$ cat config.mk
export PLATFORM = sky130hd
export DESIGN_NAME = reg_file_wb
export DESIGN_NICKNAME = d
export VERILOG_FILES = /design/src/rtl/reg_file_wb.sv
export SDC_FILE = /design/constraint.sdc
export NUM_CORES = 2
export LEC_CHECK = 0
export BUFFER_PORTS_ARGS = -buffer_cell sky130_fd_sc_hd__buf_2
export CAP_MARGIN = 20
export CORE_MARGIN = 5
export CORE_UTILIZATION = 40
export CTS_BUF_LIST = sky130_fd_sc_hd__clkbuf_4
export CTS_CLUSTER_SIZE = 10
export DETAILED_ROUTE_END_ITERATION = 7
export PLACE_DENSITY = 0.63
export SKIP_CTS_REPAIR_TIMING = 1
export SLEW_MARGIN = 20
export SYNTH_ARGS = -nofsm -noshare
export SYNTH_HDL_FRONTEND = slang
export SYNTH_SLANG_ARGS = --single-unit
$ cat constraint.sdc
create_clock -name clk -period 27.7 [get_ports clk]
set_input_delay 0 -clock clk [delete_from_list [all_inputs] [get_ports clk]]
set_output_delay 0 -clock clk [all_outputs]
set_load 0.03 [all_outputs]
$ cat src/rtl/reg_file_wb.sv
// ============================================================================
// Module   : reg_file_wb
// Brief    : Write-back staging register plus 32-entry register file with two
//            combinational read ports. Optional macro REGFILE_BYPASS_EN
//            forwards the staged write to the read ports.
// Revision : 1.0
// ============================================================================
`default_nettype none

module reg_file_wb #(
    parameter int DATA_W   = 32,
    parameter int ADDR_W   = 5,
    parameter int ZERO_REG = 31
) (
    input  logic              clk,
    input  logic              reset,
    input  logic              werf,
    input  logic [ADDR_W-1:0] wa,
    input  logic [DATA_W-1:0] wd,
    input  logic [ADDR_W-1:0] ra1,
    input  logic [ADDR_W-1:0] ra2,
    output logic [DATA_W-1:0] rd1,
    output logic [DATA_W-1:0] rd2,
    output logic              pend_vld,
    output logic              pend_hit1,
    output logic              pend_hit2
);

    localparam int                NREGS     = 2 ** ADDR_W;
    localparam logic [ADDR_W-1:0] ZERO_ADDR = ADDR_W'(ZERO_REG);

    logic [DATA_W-1:0] regs_q [NREGS];

    logic              pend_vld_q,  pend_vld_d;
    logic [ADDR_W-1:0] pend_addr_q, pend_addr_d;
    logic [DATA_W-1:0] pend_data_q, pend_data_d;
    logic              capture;

    // Writes to the zero register are dropped here so it never reaches the array.
    always_comb begin
        capture     = werf && (wa != ZERO_ADDR);
        pend_vld_d  = capture;
        pend_addr_d = capture ? wa : pend_addr_q;
        pend_data_d = capture ? wd : pend_data_q;
    end

    always_ff @(posedge clk or posedge reset) begin
        if (reset) begin
            pend_vld_q  <= 1'b0;
            pend_addr_q <= '0;
            pend_data_q <= '0;
        end else begin
            pend_vld_q  <= pend_vld_d;
            pend_addr_q <= pend_addr_d;
            pend_data_q <= pend_data_d;
        end
    end

    always_ff @(posedge clk or posedge reset) begin
        if (reset) begin
            for (int i = 0; i < NREGS; i++) begin
                regs_q[i] <= '0;
            end
        end else if (pend_vld_q) begin
            regs_q[pend_addr_q] <= pend_data_q;
        end
    end

    assign pend_hit1 = pend_vld_q && (ra1 == pend_addr_q);
    assign pend_hit2 = pend_vld_q && (ra2 == pend_addr_q);
    assign pend_vld  = pend_vld_q;

    always_comb begin
        rd1 = regs_q[ra1];
        rd2 = regs_q[ra2];
`ifdef REGFILE_BYPASS_EN
        if (pend_hit1) rd1 = pend_data_q;
        if (pend_hit2) rd2 = pend_data_q;
`endif
        if (ra1 == ZERO_ADDR) rd1 = '0;
        if (ra2 == ZERO_ADDR) rd2 = '0;
    end

endmodule

`default_nettype wire
==> summary.md <==
| Metric | Value |
|---|---|
| Clock Path Buffers | `4` |
| Detail Route Antenna Nets | `0` |
| Core ar. | `0.142 mm^2` |
| Leading area contributor after synthesis | `dfrtp_1` |
| Iteration-0 DRC Markers | `3881` |
| Port bufs | `116` |
| Clock Pin Slew Worst Setup and Hold Paths | `0.06 ns` |
| Critical path's largest stage delay | `0.87 ns` |
| Asr flop ratio synth | `100%` |
| Critical path's slowest cell | `buf_4` |
| Setup CP Type | `in -> out` |
| Fin cells | `6284` |
| Final Hold Vio Count | `0` |
| Total of max-cap violations | `0` |
| Startpoint types | `primary input` |
| Top-count cell post-synth | `mux2_2` |
| Clk Latency, worst-skew pair | `1.23 ns` |
| IO Pins | `117` |
| Die area | `0.150 mm^2` |
| Largest fanout on the critical path | `66` |
| Worst Tran Pin Value | `1.13 ns` |
| Cells on worst reg2reg path | `4` |
| R2R Setup Slk | `24.57 ns` |
| H-Tree Depth | `5` |
| Final #Nets | `4238` |
| Area share of the largest cell type after synthesis | `46.6%` |
| Slew Limit Headroom | `24.5%` |
| Critical Path RT | `27.70 ns` |
| Post-synth cell types | `39` |
| Worst hold slack | `0.0766 ns` |
| Final setup vio count | `0` |
| Fmax | `0.179 GHz` |
| CTS tree | `built` |
| Pwr Total | `5.45 mW` |
| Final wirelength | `191 mm` |
| Period minus WS final | `5.59 ns` |
| Outcome | `finished clean` |
| # rows | `138` |
| Worst Skew | `0.0876 ns` |
| Count of flip-flops with a built-in enable after synthesis | `0` |
| Routability Congestion | `0.790` |
| Sequential area share after synthesis | `46.6%` |
| Num CTS Buffers | `312` |
| Starting Density | `40.3%` |
| Initial antenna violation count | `9` |
| Final worst-path cycle share | `20.2%` |
| Tot GR Track Use | `24.9%` |
| Post-Synthesis Cells | `3960` |
| Pin count of the biggest net entering global routing | `114` |
| R2R Path Start | `pend_addr_q[0]` |
| Via Count | `39000` |
| Crit path max-delay family | `buffers and inverters` |
| Synth-to-Final Area Change | `11.6%` |
| # DRC | `0` |
| CP cell instances | `buf_8 > buf_4 > buf_4 > buf_4 > buf_4 > mux4_2 > mux2i_1 > or2_2 > a211oi_1 > buf_2` |
| Max IR drop VDD | `0.0403 mV` |
| Post-Syn Nets | `4010` |
| Routed WL per cell | `30.4 um` |
| Count of warnings emitted by yosys | `0` |
| CP bufs+invs | `6` |
| Ys flop type | `dfrtp_1` |
| DR vias/cell | `6.20` |
| Clock root cell | `clkbuf_4` |
| First-pass GRT wire length | `277 mm` |
| GR Overflow Total | `0` |
| Synth Cell Area | `0.0570 mm^2` |
| Mean Syn Cell Area | `14.4 um^2` |
| Synth area leaders | `dfrtp_1 (47%), mux2_2 (21%), mux4_2 (13%)` |
| Final core occ | `44.9%` |
| Dpl cells | `5649` |
| Initial DRT Pass Iterations | `5` |
| HPWL after DPL | `105 mm` |
| Chip width | `388 um` |
| LEAKAGE | `28.2 nW` |
| Number of global-route vias before repair | `39800` |
| PD cells | `85.6 mW/mm^2` |
| RSZ-0062 raised after global routing | `no` |
| Die height | `388 um` |
| Yosys reg bits | `1062` |
| Most frequent cell on the critical path | `buf_4` |
| Slew Limit Fails | `0` |
| Commonest cells post-synth | `mux2_2 (1083), dfrtp_1 (1062), mux2i_1 (413)` |
| Setup TNS Final | `0 ns` |
| RR Endpoint | `regs_q[635]` |
| Layout cells sized above 1 | `50.0%` |
| Worst min path class | `in -> async` |
| CTS Sinks | `1062` |
| CP arrival | `5.59 ns` |
| CP endpoint kind | `output port` |
how the worst max path moves through the flow:
stage,startpoint,to,slack (ns),depth (start not counted)
after floorplan,reset,pend_addr_q[0],13.05,1
after global placement,ra1[0],rd1[13],22.05,10
after detailed placement,ra1[0],rd1[13],22.02,10
after CTS,ra1[0],rd1[13],22.01,10
after global routing,ra1[0],rd1[13],21.78,10
final,ra1[0],rd1[13],22.11,10
kinds of logic after synthesis:
group	share of synthesized area (%)
flip-flops	46.6
AND/OR/NAND/NOR	1.86
buffers and inverters	4.10
XOR/XNOR	0.154
multiplexers	41.5
AO/OA/AOI/OAI	5.75
power by group:
part | internal, mW | switching (mW)
clock network | 0.763 | 0.677
registers | 2.10 | 0.445
logic | 0.896 | 0.564
total | 3.76 | 1.69
flip-flops by register name, summed over array words and instances (netlist names):
register and count:
pend_vld 1, pend_data_q 32, pend_addr_q 5, regs_q 1024
cell type report:
class	instances	area, um^2
multi-input combinational	2473	28300
sequential	1062	26600
antenna	7	17.5
timing repair buffer	333	2590
inverter	6	26.3
tap	1890	2360
fill	12900	78000
clock buffer	469	3520
clock inverter	44	169
cell usage in the layout (no fill, tap or decap), types with 3 or more instances in the layout:
cell type      count
or2_2             33
mux2i_1          413
a221oi_1          17
nor4_1             3
o21ai_0            9
inv_2              7
clkinv_2           3
nor2_4            20
dfrtp_1         1052
clkinv_1          37
buf_2            107
nand2_2           16
and2_1            56
dlygate4sd3_1    115
nand3_1            6
mux2_2          1083
buf_8              5
mux4_2           321
clkbuf_4         469
a21oi_1           56
diode_2            7
a2bb2oi_1         55
nor2b_4            4
buf_4            102
dfrtp_2           10
xor2_1             8
and3_1             5
a211oi_1         179
o22ai_1           62
nor3b_1            4
nand2_1           28
mux2_1            11
o221ai_1          64
nand3b_1           6
per-stage QoR:
step	worst slack (ns)	instance area (um^2)
floorplan	13.05	57000
global placement	22.05	58700
detailed placement	22.02	58700
CTS	22.01	62400
global route	21.78	63600
finish	22.11	63600
worst reg2reg max path, delay by kind of cell, from the launching register on:
family / cells / cell delay (ns)
and+or+nand+nor: 2 / 1.52
buffers and inverters: 1 / 0.58
DFF: 1 / 0.49
muxes: 1 / 0.40
per-layer routing:
layer,up-vias,wire length [um],global-route usage (%),share of wire (%)
met5,-,13,0,0.0068
met4,2,5260,8.87,2.8
met3,366,16200,5.71,8.5
met2,1822,88800,38.5,46
met1,20900,80800,34.5,42
li1,15900,-,-,-
Note: power is estimated with default switching activity, not from simulation.
